[src/rtl/sm_muldiv_pkg.sv]
// Shared constants for the schoolMIPS iterative multiply/divide unit:
// operation codes, decoder funct codes and the controller state encoding.
package sm_muldiv_pkg;

  localparam logic [1:0] MD_MULTU = 2'b00;
  localparam logic [1:0] MD_DIVU  = 2'b01;
  localparam logic [1:0] MD_MULT  = 2'b10;
  localparam logic [1:0] MD_DIV   = 2'b11;

  // C_SPEC funct field values the control decoder maps onto MD_* codes
  localparam logic [5:0] F_MULT  = 6'h18;
  localparam logic [5:0] F_MULTU = 6'h19;
  localparam logic [5:0] F_DIV   = 6'h1a;
  localparam logic [5:0] F_DIVU  = 6'h1b;

  typedef enum logic [1:0] {
    MD_S_IDLE  = 2'd0,
    MD_S_CALC  = 2'd1,
    MD_S_FIXUP = 2'd2,
    MD_S_DONE  = 2'd3
  } md_state_e;

endpackage

[src/rtl/sm_muldiv_step.sv]
// One iteration of the multiply/divide datapath: shift-add multiply or
// restoring divide, sharing a single WIDTH+1 bit adder.
module sm_muldiv_step #(
  parameter int WIDTH = 32
) (
  input  logic                 div_i,
  input  logic [2*WIDTH-1:0]   acc_i,
  input  logic [WIDTH-1:0]     opnd_i,
  output logic [2*WIDTH-1:0]   acc_o
);

  logic [WIDTH-1:0] hi_w;
  logic [WIDTH-1:0] lo_w;
  logic [WIDTH:0]   add_a;
  logic [WIDTH:0]   add_b;
  logic             cin;
  logic [WIDTH+1:0] sum;
  logic             ge;

  always_comb begin
    hi_w  = acc_i[2*WIDTH-1:WIDTH];
    lo_w  = acc_i[WIDTH-1:0];
    add_a = {1'b0, hi_w};
    add_b = '0;
    cin   = 1'b0;
    if (div_i) begin
      // shifted remainder minus divisor; carry out means no borrow
      add_a = {hi_w, lo_w[WIDTH-1]};
      add_b = ~{1'b0, opnd_i};
      cin   = 1'b1;
    end else if (lo_w[0]) begin
      add_b = {1'b0, opnd_i};
    end
    sum = {1'b0, add_a} + {1'b0, add_b} + {{(WIDTH+1){1'b0}}, cin};
    ge  = sum[WIDTH+1];
    if (div_i) begin
      acc_o = {(ge ? sum[WIDTH-1:0] : add_a[WIDTH-1:0]), lo_w[WIDTH-2:0], ge};
    end else begin
      acc_o = {sum[WIDTH:0], lo_w[WIDTH-1:1]};
    end
  end

endmodule

[src/rtl/sm_muldiv.sv]
// Iterative MULT/MULTU/DIV/DIVU unit with start/busy/done handshake.
// Signed operation and the FIXUP state are compiled in with SM_MULDIV_SIGNED_EN.
module sm_muldiv
  import sm_muldiv_pkg::*;
#(
  parameter int WIDTH = 32
) (
  input  logic             clk,
  input  logic             rst,
  input  logic             start,
  input  logic [1:0]       oper,
  input  logic [WIDTH-1:0] srcA,
  input  logic [WIDTH-1:0] srcB,
  output logic             busy,
  output logic             done,
  output logic [WIDTH-1:0] hi,
  output logic [WIDTH-1:0] lo,
  output logic [1:0]       dbg_state_o
);

  // Handshake: start is sampled only in IDLE; busy is high from the
  // accepting edge until the final edge, after which done pulses for one
  // cycle with hi/lo valid. The FSM is back in IDLE during that done cycle.

  localparam int CW = $clog2(WIDTH + 1);

`ifdef SM_MULDIV_SIGNED_EN
  localparam bit SIGNED_EN = 1'b1;
`else
  localparam bit SIGNED_EN = 1'b0;
`endif

  md_state_e          state_q;
  logic [CW-1:0]      cnt_q;
  logic [2*WIDTH-1:0] acc_q;
  logic [2*WIDTH-1:0] acc_d;
  logic [2*WIDTH-1:0] acc_fix;
  logic [WIDTH-1:0]   opnd_q;
  logic [WIDTH-1:0]   a_raw_q;
  logic [WIDTH-1:0]   hi_q;
  logic [WIDTH-1:0]   lo_q;
  logic               is_div_q;
  logic               dz_q;
  logic               a_neg_q;
  logic               b_neg_q;
  logic               busy_q;
  logic               done_q;

  logic               a_neg_d;
  logic               b_neg_d;
  logic [WIDTH-1:0]   a_mag_d;
  logic [WIDTH-1:0]   b_mag_d;

  always_comb begin
    a_neg_d = SIGNED_EN && oper[1] && srcA[WIDTH-1];
    b_neg_d = SIGNED_EN && oper[1] && srcB[WIDTH-1];
    a_mag_d = a_neg_d ? -srcA : srcA;
    b_mag_d = b_neg_d ? -srcB : srcB;
  end

  sm_muldiv_step #(.WIDTH(WIDTH)) u_step (
    .div_i  (is_div_q),
    .acc_i  (acc_q),
    .opnd_i (opnd_q),
    .acc_o  (acc_d)
  );

  // Quotient and product follow the sign XOR; remainder follows the dividend.
  always_comb begin
    acc_fix = acc_q;
    if (!is_div_q) begin
      if (a_neg_q ^ b_neg_q) acc_fix = -acc_q;
    end else begin
      if (a_neg_q) acc_fix[2*WIDTH-1:WIDTH] = -acc_q[2*WIDTH-1:WIDTH];
      if (a_neg_q ^ b_neg_q) acc_fix[WIDTH-1:0] = -acc_q[WIDTH-1:0];
    end
  end

  always_ff @(posedge clk or posedge rst) begin
    if (rst) begin
      state_q  <= MD_S_IDLE;
      cnt_q    <= '0;
      acc_q    <= '0;
      opnd_q   <= '0;
      a_raw_q  <= '0;
      hi_q     <= '0;
      lo_q     <= '0;
      is_div_q <= 1'b0;
      dz_q     <= 1'b0;
      a_neg_q  <= 1'b0;
      b_neg_q  <= 1'b0;
      busy_q   <= 1'b0;
      done_q   <= 1'b0;
    end else begin
      done_q <= 1'b0;
      case (state_q)
        MD_S_IDLE: begin
          if (start) begin
            state_q  <= MD_S_CALC;
            busy_q   <= 1'b1;
            cnt_q    <= CW'(WIDTH);
            is_div_q <= oper[0];
            dz_q     <= (srcB == '0);
            a_neg_q  <= a_neg_d;
            b_neg_q  <= b_neg_d;
            a_raw_q  <= srcA;
            if (oper[0]) begin
              acc_q  <= {{WIDTH{1'b0}}, a_mag_d};
              opnd_q <= b_mag_d;
            end else begin
              acc_q  <= {{WIDTH{1'b0}}, b_mag_d};
              opnd_q <= a_mag_d;
            end
          end
        end
        MD_S_CALC: begin
          acc_q <= acc_d;
          cnt_q <= cnt_q - CW'(1);
          if (cnt_q == CW'(1)) begin
`ifdef SM_MULDIV_SIGNED_EN
            state_q <= MD_S_FIXUP;
`else
            state_q <= MD_S_DONE;
`endif
          end
        end
        MD_S_FIXUP: begin
          acc_q   <= acc_fix;
          state_q <= MD_S_DONE;
        end
        MD_S_DONE: begin
          state_q <= MD_S_IDLE;
          busy_q  <= 1'b0;
          done_q  <= 1'b1;
          if (is_div_q && dz_q) begin
            hi_q <= a_raw_q;
            lo_q <= '1;
          end else begin
            hi_q <= acc_q[2*WIDTH-1:WIDTH];
            lo_q <= acc_q[WIDTH-1:0];
          end
        end
        default: state_q <= MD_S_IDLE;
      endcase
    end
  end

  assign busy        = busy_q;
  assign done        = done_q;
  assign hi          = hi_q;
  assign lo          = lo_q;
  assign dbg_state_o = state_q;

endmodule
[config.mk]
export PLATFORM = sky130hd
export DESIGN_NAME = sm_muldiv
export DESIGN_NICKNAME = d
export VERILOG_FILES = /design/src/rtl/sm_muldiv_pkg.sv /design/src/rtl/sm_muldiv_step.sv /design/src/rtl/sm_muldiv.sv
export SDC_FILE = /design/constraint.sdc
export NUM_CORES = 1
export LEC_CHECK = 0
export ABC_CLOCK_PERIOD_IN_PS = 7610
export CAP_MARGIN = 40
export CORE_UTILIZATION = 58
export DETAILED_ROUTE_END_ITERATION = 8
export PLACE_DENSITY = 0.82
export SLEW_MARGIN = 20
export SYNTH_ARGS = -nofsm -noshare
export SYNTH_HDL_FRONTEND = slang
export SYNTH_SLANG_ARGS = --single-unit
export TNS_END_PERCENT = 1
[constraint.sdc]
create_clock -name clk -period 7.61 [get_ports clk]
set_input_delay 1.1415 -clock clk [delete_from_list [all_inputs] [get_ports clk]]
set_output_delay 1.1415 -clock clk [all_outputs]
set_load 0.02 [all_outputs]
Word-level counts from Yosys, hierarchy flattened

Index checks and enable logic that the tools add are counted.

Output and inout bits: 68
Word-level logic and storage cells: 57
Input bits: 69
Register bits after elaboration: 204

Mux-type cells: 20
Equality and inequality tests: 8
Bitwise gates (word level): 2
$add $sub $neg: 3
Reductions and logical operators: 12

Operator list:

| kind                                              | count |
|---|---|
| 2-to-1 mux 32 bit                                 | 6 |
| 2-to-1 mux 64 bit                                 | 2 |
| one-hot mux 64 bit (2 select lines)               | 1 |
| 2-to-1 mux 33 bit                                 | 2 |
| adder 33 x 33 -> 34 bit                           | 1 |
| adder 34 x 1 -> 34 bit                            | 1 |
| inverter 32 -> 33 bit                             | 1 |
| logical NOT 32 bit                                | 1 |
| one-hot mux 6 bit (2 select lines)                | 1 |
| inequality test 2 bit (second input constant)     | 4 |
| one-hot mux 2 bit (4 select lines)                | 1 |
| AND reduction 2 bit                               | 4 |
| == test 6 x 1 -> 1 bit (second input constant)    | 1 |
| 2-to-1 mux 6 bit                                  | 1 |
| subtractor 6 x 1 -> 6 bit (second input constant) | 1 |
| == test 2 bit (second input constant)             | 2 |
| 2-to-1 mux 2 bit                                  | 2 |
| AND reduction 4 bit                               | 1 |
| nonzero test 2 bit                                | 2 |
| 2-to-1 mux 1 bit                                  | 3 |
| AND reduction 3 bit                               | 1 |
| nonzero test 3 bit                                | 1 |
| == test 2 x 1 -> 1 bit (second input constant)    | 1 |
| logical NOT 2 bit                                 | 1 |
| other kinds (3)                                   | 3 |

Longest topological paths before layout

Gate-level depths: netlist of run 1.

Word-level depth: 7
Depth in mapped cells: 19
Depth with buffers taken out: 15

Cells and area by module

Synthesis of run 1 repeated with hierarchy kept, for this count alone.

Cells, all modules: 1,430
Area, all modules: 12,505.7 um2

Modules (own cells, without submodules):

| module         | area an instance (um2) | cells each | instances |
|---|---|---|---|
| sm_muldiv      | 9,034.9                | 940        | 1 |
| sm_muldiv_step | 3,470.8                | 490        | 1 |

Least setup slack after synthesis of run 1

No wires, ideal clock.

Path kind: register -> register
Start: register is_div_q
End: register acc_q[57]
Slack: 3.759 ns
Arrival time: 3.729 ns
Data required time: 7.488 ns
Cell stages (with the launch flop): 17
Library setup time: 0.122 ns
Cells stage by stage: dfrtp_1 clkbuf_1 clkbuf_1 buf_1 mux2_2 ha_1 and2_4 a221oi_2 a211oi_1 or2_1 o2111ai_1 and3_1 buf_6 buf_6 nand3b_1 o21a_1 a32o_1

Longest elaborated chain between the ends: 6

RTL lines:

| element                             | line                 | source |
|---|---|---|
| from (decl)                         | sm_muldiv.sv:42      | `logic is_div_q;` |
| from (signal assigned)              | sm_muldiv.sv:102     | `is_div_q <= oper[0];` |
| 2-to-1 mux 33 bit                   | sm_muldiv_step.sv:26 | `if (div_i) begin` |
| adder 33 x 33 -> 34 bit             | sm_muldiv_step.sv:34 | `sum = {1'b0, add_a} + {1'b0, add_b} + {{(WIDTH+1){1'b0}}, cin};` |
| adder 34 x 1 -> 34 bit              | sm_muldiv_step.sv:34 |  |
| 2-to-1 mux 32 bit                   | sm_muldiv_step.sv:37 | `acc_o = {(ge ? sum[WIDTH-1:0] : add_a[WIDTH-1:0]), lo_w[WIDTH-2:0], ge};` |
| 2-to-1 mux 64 bit                   | sm_muldiv_step.sv:36 | `if (div_i) begin` |
| one-hot mux 64 bit (2 select lines) | sm_muldiv.sv:96      | `case (state_q)` |
| to (signal assigned)                | sm_muldiv.sv:108     | `acc_q <= {{WIDTH{1'b0}}, a_mag_d};` |
| to (signal assigned)                | sm_muldiv.sv:111     | `acc_q <= {{WIDTH{1'b0}}, b_mag_d};` |
| to (signal assigned)                | sm_muldiv.sv:128     | `acc_q <= acc_fix;` |
| to (decl)                           | sm_muldiv.sv:35      | `logic [2*WIDTH-1:0] acc_q;` |

Parallel ways exist; a longest one is shown, timed or not.
A chain may end at the register's enable or synchronous reset.

Worst setup path after layout of run 1

Start: register is_div_q
End: register acc_q[34]

The elaborated chain is that of the path after synthesis.

==> results of run 1 <==
## per-stage QoR
step / setup WS [ns] / cells
after global placement: 2.748 / 1751
after CTS: 2.667 / 1796
after detailed placement: 2.697 / 1754
after global routing: 2.263 / 1798
after floorplan: 0.9011 / 1436
final: 2.634 / 1798
## cell usage after synthesis, drive strengths merged, types with 4 or more instances
| master | count | area [um2] |
|---|---|---|
| a211oi | 9 | 67.56 |
| a21o | 11 | 82.58 |
| a21oi | 107 | 535.5 |
| a22oi | 5 | 37.54 |
| a31oi | 39 | 244.0 |
| a32o | 4 | 40.04 |
| and2 | 9 | 58.81 |
| and4 | 5 | 46.29 |
| buf | 27 | 145.1 |
| clkbuf | 82 | 307.8 |
| dfrtp | 204 | 5105 |
| ha | 39 | 488.0 |
| inv | 22 | 82.58 |
| mux2 | 95 | 1070 |
| mux2i | 72 | 720.7 |
| nand2 | 225 | 847.1 |
| nand2b | 7 | 43.79 |
| nand3 | 14 | 70.07 |
| nand4 | 9 | 56.30 |
| nor2 | 165 | 619.3 |
| nor2b | 6 | 37.54 |
| nor3 | 10 | 50.05 |
| nor4 | 10 | 62.56 |
| o211ai | 7 | 52.55 |
| o21a | 8 | 60.06 |
| o21ai | 148 | 740.7 |
| o221ai | 18 | 157.7 |
| or3 | 4 | 25.02 |
| xnor2 | 11 | 96.34 |
| xor2 | 17 | 148.9 |
## power breakdown
| part | switching [W] | total (W) | internal (W) |
|---|---|---|---|
| Combinational | 0.0000610 | 0.000112 | 0.0000506 |
| Sequential | 0 | 0.00108 | 0.00108 |
| Clock | 0.000461 | 0.00121 | 0.000747 |
| Total | 0.000522 | 0.00240 | 0.00188 |
## state kept, by name, summed over array words and instances, names as in the netlist
name         count
opnd_q          32
lo              32
done             1
cnt_q            6
dz_q             1
acc_q           64
hi              32
is_div_q         1
busy             1
dbg_state_o      2
a_raw_q         32
## worst min-delay path, cell delays in order (launching register included)
cell and delay, ns:
dfrtp_1 0.35, nand2_1 0.05, o31ai_1 0.06
## final timing paths
kind                          start   endpoint
min                            dz_q       dz_q
min reg2reg                    dz_q       dz_q
max reg2reg                is_div_q  acc_q[34]
min in group asynchronous       rst  acc_q[26]
max in group asynchronous       rst  acc_q[39]
max                        is_div_q  acc_q[34]
## logic make-up after synthesis
family | Yosys count | share of synthesized area (%)
AOI/OAI and AO/OA | 389 | 18.58
xor gates and xnor gates | 28 | 1.956
adders and majority gates | 41 | 4.212
buffers and inverters | 131 | 4.272
DFF | 204 | 40.73
muxes | 167 | 14.28
and+or+nand+nor | 476 | 15.97
## cell usage in the layout (no fill, tap or decap), drive strengths merged, types with 5 or more instances in the layout
cell | netlist | layout
mux2 | 95 | 95
dfrtp | 204 | 204
nand3 | 14 | 14
nand4 | 9 | 9
nand2b | 7 | 7
xnor2 | 11 | 11
a21o | 11 | 11
nor4 | 10 | 10
and2 | 9 | 9
a31oi | 39 | 39
a22oi | 5 | 5
buf | 27 | 20
nor3 | 10 | 10
and4 | 5 | 5
o21ai | 148 | 148
o21a | 8 | 8
a211oi | 9 | 9
nand2 | 225 | 225
nor2 | 165 | 165
inv | 22 | 23
o211ai | 7 | 7
clkbuf | 82 | 29
bufinv | 0 | 5
o221ai | 18 | 18
mux2i | 72 | 72
a21oi | 107 | 107
nor2b | 6 | 6
ha | 39 | 39
xor2 | 17 | 17
clkdlybuf4s50 | 0 | 134
## layout make-up
type                    instances  area (um2)  area share (%)
inverters                      22       90.09          0.6064
multi-input cells            1101        6922           46.59
repair buffers                154        1569           10.56
flip-flops and latches        204        5109           34.39
well taps                     275       344.1           2.316
clock inverters                13       205.2           1.381
clock buffers                  29       618.1           4.160
## routing by layer
layer,routed length [um],vias to the layer above
met2,16610,349
met4,1641,0
li1,-,5219
met5,0,-
met1,14340,5328
met3,1662,94
==> insert_results.sql, run 1 <==
INSERT INTO impl_metrics (metric_group, metric, value, unit) VALUES
('clock_network', 'clkLatencyLatePin', '0.52', 'ns'),
('setup_path', 'setup.worst_path.end_class', 'register', ''),
('synthesis', 'number_of_synthesis_warnings', '0', ''),
('layout', 'final_net_count', '1616', ''),
('layout', 'area.growth.synth_to_final', '18.53', '%'),
('sta', 'rsz_0062_raised_after_global_routing', 'false', ''),
('sta', 'setup_viol_count_final', '0', ''),
('synthesis', 'synthesis.instances', '1436', ''),
('floorplanning', 'die_area', '22200', 'um2'),
('run', 'cap_violations', '0', ''),
('floorplanning', 'placement_rows', '53', ''),
('min_path', 'worst_hold_path_type', 'reg2reg', ''),
('place', 'finalWeightedCongestion', '0.9335', ''),
('setup_path', 'critical_path_buf_inv_count', '3', ''),
('synthesis', 'synthDistinctLibCells', '66', ''),
('floorplanning', 'effective_utilization_at_floorplan', '59.44', '%'),
('setup_path', 'cpMaxStageDelayCell', 'dfrtp_4', ''),
('global_routing', 'grt_usage', '30.81', '%'),
('global_routing', 'gr-usage-met2', '51.44', '%'),
('outcome', 'status', 'finished, final reports clean', ''),
('power_and_ir_drop', 'power.ir.vdd_worst', '0.1660', 'mV'),
('place', 'dp_hpwl', '23730', 'um'),
('sta', 'tightest_slew', '0.8075', 'ns'),
('global_routing', 'wire_length_of_the_first_global_routing_pass', '53980', 'um'),
('floorplanning', 'coreArea', '21090', 'um2'),
('clock_network', 'number_of_levels_in_the_clock_h_tree', '1', ''),
('sta', 'final_min_period_over_clock_period', '65.39', '%'),
('floorplanning', 'die_h', '149.0', 'um'),
('floorplanning', 'floorplan.die.width', '149.0', 'um'),
('global_routing', 'antenna_found_initial', '1', ''),
('sta', 'fin_setup_tns', '0', 'ns'),
('setup_path', 'cp-start-kind', 'register', ''),
('layout', 'antenna-diode-count', '0', ''),
('place', 'placement.cell_area', '13990', 'um2'),
('power_and_ir_drop', 'p_leak', '6.603', 'nW'),
('sta', 'fin_worst_hold_slack', '0.5009', 'ns'),
('layout', 'drive_gt1_share', '11.23', '%'),
('synthesis', 'post_synth.cell_area_avg', '8.729', 'um2'),
('setup_path', 'cell_family_with_the_largest_share_of_critical_path_delay', 'simple AND/OR/NAND/NOR gates', ''),
('setup_path', 'worstPathMaxFanout', '37', ''),
('min_path', 'worstHoldPathCells', '2', ''),
('setup_path', 'worstPathArrival', '5.35', 'ns'),
('setup_path', 'worstRegToRegCells', '15', ''),
('synthesis', 'synthesis.nets', '1546', ''),
('clock_network', 'clock_sinks', '204', ''),
('synthesis', 'number_of_enable_flip_flop_cells_after_synthesis', '0', ''),
('global_routing', 'top_usage_layer', 'met2', ''),
('route', 'drtIter0Drc', '769', ''),
('synthesis', 'synth_async_sr_flop_share', '100.0', '%'),
('synthesis', 'syn_area', '12530', 'um2'),
('clock_network', 'clk_transition_reported_paths', '0.06', 'ns'),
('global_routing', 'first_global_vias', '10457', ''),
('setup_path', 'path_class', 'reg2reg', ''),
('sta', 'fmax', '201.0', 'MHz'),
('sta', 'shortest_clock_period_the_worst_path_allows_after_layout', '4.976', 'ns'),
('clock_network', 'number_of_instances_resized_during_post_cts_repair', '0', ''),
('route', 'ant_nets', '0', ''),
('sta', 'hold_violations', '0', ''),
('clock_network', 'hold_buffers', '0', ''),
('sta', 'clk_skew', '0.01505', 'ns'),
('clock_network', 'cts_tree', 'yes', ''),
('setup_path', 'slowest_delay', '0.67', 'ns'),
('setup_path', 'ff2ff_setup_slack', '2.63', 'ns'),
('global_routing', 'grt_start_max_net_pins', '73', ''),
('layout', 'final_std_cell_area_no_fill', '14860', 'um2'),
('clock_network', 'cts_buffers', '23', ''),
('sta', 'max_slew_margin', '46.11', '%'),
('route', 'remaining_drc_errors', '0', ''),
('clock_network', 'cts_post_setup_buffers_inserted', '0', ''),
('layout', 'fillerInstances', '1614', ''),
('place', 'place.port_buffers', '135', '');
(Power assumes the default switching activity.)
==> run 2: changes to the inputs <==
ABC_CLOCK_PERIOD_IN_PS = 5000   (was 7610)
clock period = 5 ns   (was 7.61 ns; I/O delays follow)
==> insert_results.sql, run 2 (synthesized netlist as in run 1, its figures left out) <==
INSERT INTO impl_metrics (metric_group, metric, value, unit) VALUES
('setup_path', 'cp-start-kind', 'register', ''),
('setup_path', 'worstPathMaxFanout', '28', ''),
('clock_network', 'cts.path.max_buffers', '3', ''),
('layout', 'largest_register_ff_count', '64', ''),
('setup_path', 'worstPathArrival', '4.75', 'ns'),
('layout', 'layoutNonFillerInstCount', '1797', ''),
('global_routing', 'grt_usage', '31.01', '%'),
('place', 'finalWeightedCongestion', '0.9301', ''),
('clock_network', 'cts_buffers', '23', ''),
('route', 'detail_route.wirelength', '33890', 'um'),
('clock_network', 'number_of_instances_resized_during_post_cts_repair', '0', ''),
('clock_network', 'number_of_levels_in_the_clock_h_tree', '1', ''),
('place', 'dpl.cell_count', '1756', ''),
('global_routing', 'antenna_found_initial', '1', ''),
('setup_path', 'worst_ep_required_time', '5.42', 'ns'),
('setup_path', 'setup.worst_path.end_class', 'register', ''),
('route', 'ant_nets', '0', ''),
('route', 'drt_pass1_iterations', '5', ''),
('sta', 'setup_viol_count_final', '0', ''),
('global_routing', 'first_global_vias', '10697', ''),
('setup_path', 'timing.critical_path.cells', 'inv_1 > o21ai_0 > fa_1 > a211oi_1 > o211ai_1 > a31oi_1 > nor3_1 > nor2_1 > o21ai_1 > nor3_1 > nor4_1 > a211oi_1', ''),
('floorplanning', 'die_h', '149.0', 'um'),
('sta', 'fmax', '230.9', 'MHz'),
('floorplanning', 'effective_utilization_at_floorplan', '59.44', '%'),
('sta', 'rsz_0062_raised_after_global_routing', 'false', ''),
('place', 'placement.cell_area', '14000', 'um2'),
('run', 'cap_violations', '0', ''),
('outcome', 'status', 'finished, final reports clean', ''),
('floorplanning', 'coreArea', '21090', 'um2'),
('layout', 'drive_gt1_share', '11.04', '%'),
('setup_path', 'path_class', 'reg2reg', ''),
('floorplanning', 'die_area', '22200', 'um2'),
('layout', 'most_frequent_cells_in_the_layout', '223 x nand2_1, 203 x dfrtp_1, 164 x nor2_1, 137 x o21ai_0, 134 x clkdlybuf4s50_1', ''),
('layout', 'final_std_cell_area_no_fill', '14750', 'um2'),
('layout', 'final_net_count', '1617', ''),
('place', 'place.port_buffers', '135', ''),
('place', 'dp_hpwl', '23610', 'um'),
('power_and_ir_drop', 'p_leak', '6.559', 'nW'),
('sta', 'fin_setup_tns', '0', 'ns'),
('global_routing', 'wire_length_of_the_first_global_routing_pass', '54570', 'um'),
('clock_network', 'clock-root-buffer', 'clkbuf_16', ''),
('route', 'remaining_drc_errors', '0', ''),
('clock_network', 'clk_transition_reported_paths', '0.06', 'ns'),
('floorplanning', 'io_pins', '137', ''),
('sta', 'clk_skew', '0.008831', 'ns'),
('global_routing', 'grt_start_max_net_pins', '146', ''),
('route', 'avgViaCountPerCell', '6.109', ''),
('sta', 'shortest_clock_period_the_worst_path_allows_after_layout', '4.331', 'ns'),
('route', 'total_vias_in_the_final_route', '10977', ''),
('layout', 'area.growth.synth_to_final', '17.71', '%'),
('layout', 'registers.top_by_ff_count', 'acc_q', ''),
('layout', 'antenna-diode-count', '0', ''),
('clock_network', 'cts_tree', 'yes', ''),
('setup_path', 'cell_family_with_the_largest_share_of_critical_path_delay', 'compound AO/OA/AOI/OAI gates', ''),
('floorplanning', 'placement_rows', '53', ''),
('setup_path', 'cpMaxStageDelayCell', 'dfrtp_4', ''),
('layout', 'layout.core_utilization', '69.97', '%'),
('route', 'drtIter0Drc', '799', ''),
('route', 'wire_per_inst', '18.86', 'um'),
('global_routing', 'gr-total-overflow', '0', ''),
('power_and_ir_drop', 'power-per-cell-area', '234.5', 'nW/um2'),
('sta', 'max_slew_margin', '46.29', '%'),
('floorplanning', 'floorplan.die.width', '149.0', 'um'),
('sta', 'hold_violations', '0', ''),
('sta', 'tightest_slew', '0.8057', 'ns'),
('clock_network', 'hold_buffers', '0', ''),
('clock_network', 'clkLatencyLatePin', '0.52', 'ns'),
('clock_network', 'clock_sinks', '204', ''),
('power_and_ir_drop', 'power.ir.vdd_worst', '0.2357', 'mV'),
('sta', 'slew_violations', '0', ''),
('min_path', 'worst_hold_path_type', 'reg2reg', ''),
('clock_network', 'cts_post_setup_buffers_inserted', '0', ''),
('setup_path', 'slowest_delay', '0.64', 'ns'),
('layout', 'layout.cells.most_common', 'nand2_1', ''),
('power_and_ir_drop', 'power', '0.003460', 'W'),
('setup_path', 'critical_path_buf_inv_count', '1', ''),
('sta', 'final_min_period_over_clock_period', '86.63', '%');
==> run 2: cell types whose count changed in the layout (fill, tap and decap cells not counted), moves of 2 or more <==
cell / previous run / this run
clkbuf_8: 2 / 5
bufinv_16: 5 / 1
clkinvlp_4: 3 / 1
buf_4: 15 / 17
clkbuf_1: 4 / 6
==> run 2: worst paths after layout <==
path | endpoint | cells past startpoint | startpoint | slack [ns]
setup / recovery | acc_q[60] | 12 | is_div_q | 0.67
hold / removal | a_raw_q[2] | 1 | a_raw_q[2] | 0.50
setup reg to reg | acc_q[60] | 12 | is_div_q | 0.67
hold reg to reg | a_raw_q[2] | 1 | a_raw_q[2] | 0.50
max in group asynchronous | is_div_q | 3 | rst | 3.52
min in group asynchronous | lo[26] | 3 | rst | 0.83
==> run 2: area by class of cell <==
class                      count  area (um2)
clock buffer                  34       666.9
tap                          275       344.1
fill                        1603        6334
sequential                   204        5109
clock inverter                 6       62.56
multi-input combinational   1101        6922
inverter                      22       86.33
timing repair buffer         155        1564
==> run 2: layer usage <==
layer  vias to the layer above  global-route usage [%]  routed length [um]
met4                         0                   14.85                1570
li1                       5225                       -                   -
met2                       374                   51.28               16350
met3                        83                   4.190                2096
met1                      5295                   40.22               13880
met5                         -                       0                   0
==> run 2: stage by stage <==
| stage | worst slack [ns] | hold WS [ns] |
|---|---|---|
| 3_3_place_gp | 0.8560 | 0.4752 |
| 2_1_floorplan | 1.149 | 0.4633 |
| 4_1_cts | 0.7434 | 0.4985 |
| 6_report | 0.6686 | 0.5037 |
| 5_1_grt | 0.2984 | 0.5217 |
| 3_5_place_dp | 0.7603 | 0.4855 |
==> run 2: worst register-to-register path: stages (launching register included) <==
cell and delay, ns:
dfrtp_4 0.64, inv_1 0.64, o21ai_0 0.31, fa_1 0.53
a211oi_1 0.34, o211ai_1 0.20, a31oi_1 0.34, nor3_1 0.15
nor2_1 0.19, o21ai_1 0.20, nor3_1 0.38, nor4_1 0.11
a211oi_1 0.23
==> run 2: where the power goes <==
part | switching (W) | internal [W]
Sequential | 0 | 0.00165
Combinational | 0.0000919 | 0.0000746
Clock | 0.000671 | 0.000972
Total | 0.000763 | 0.00270
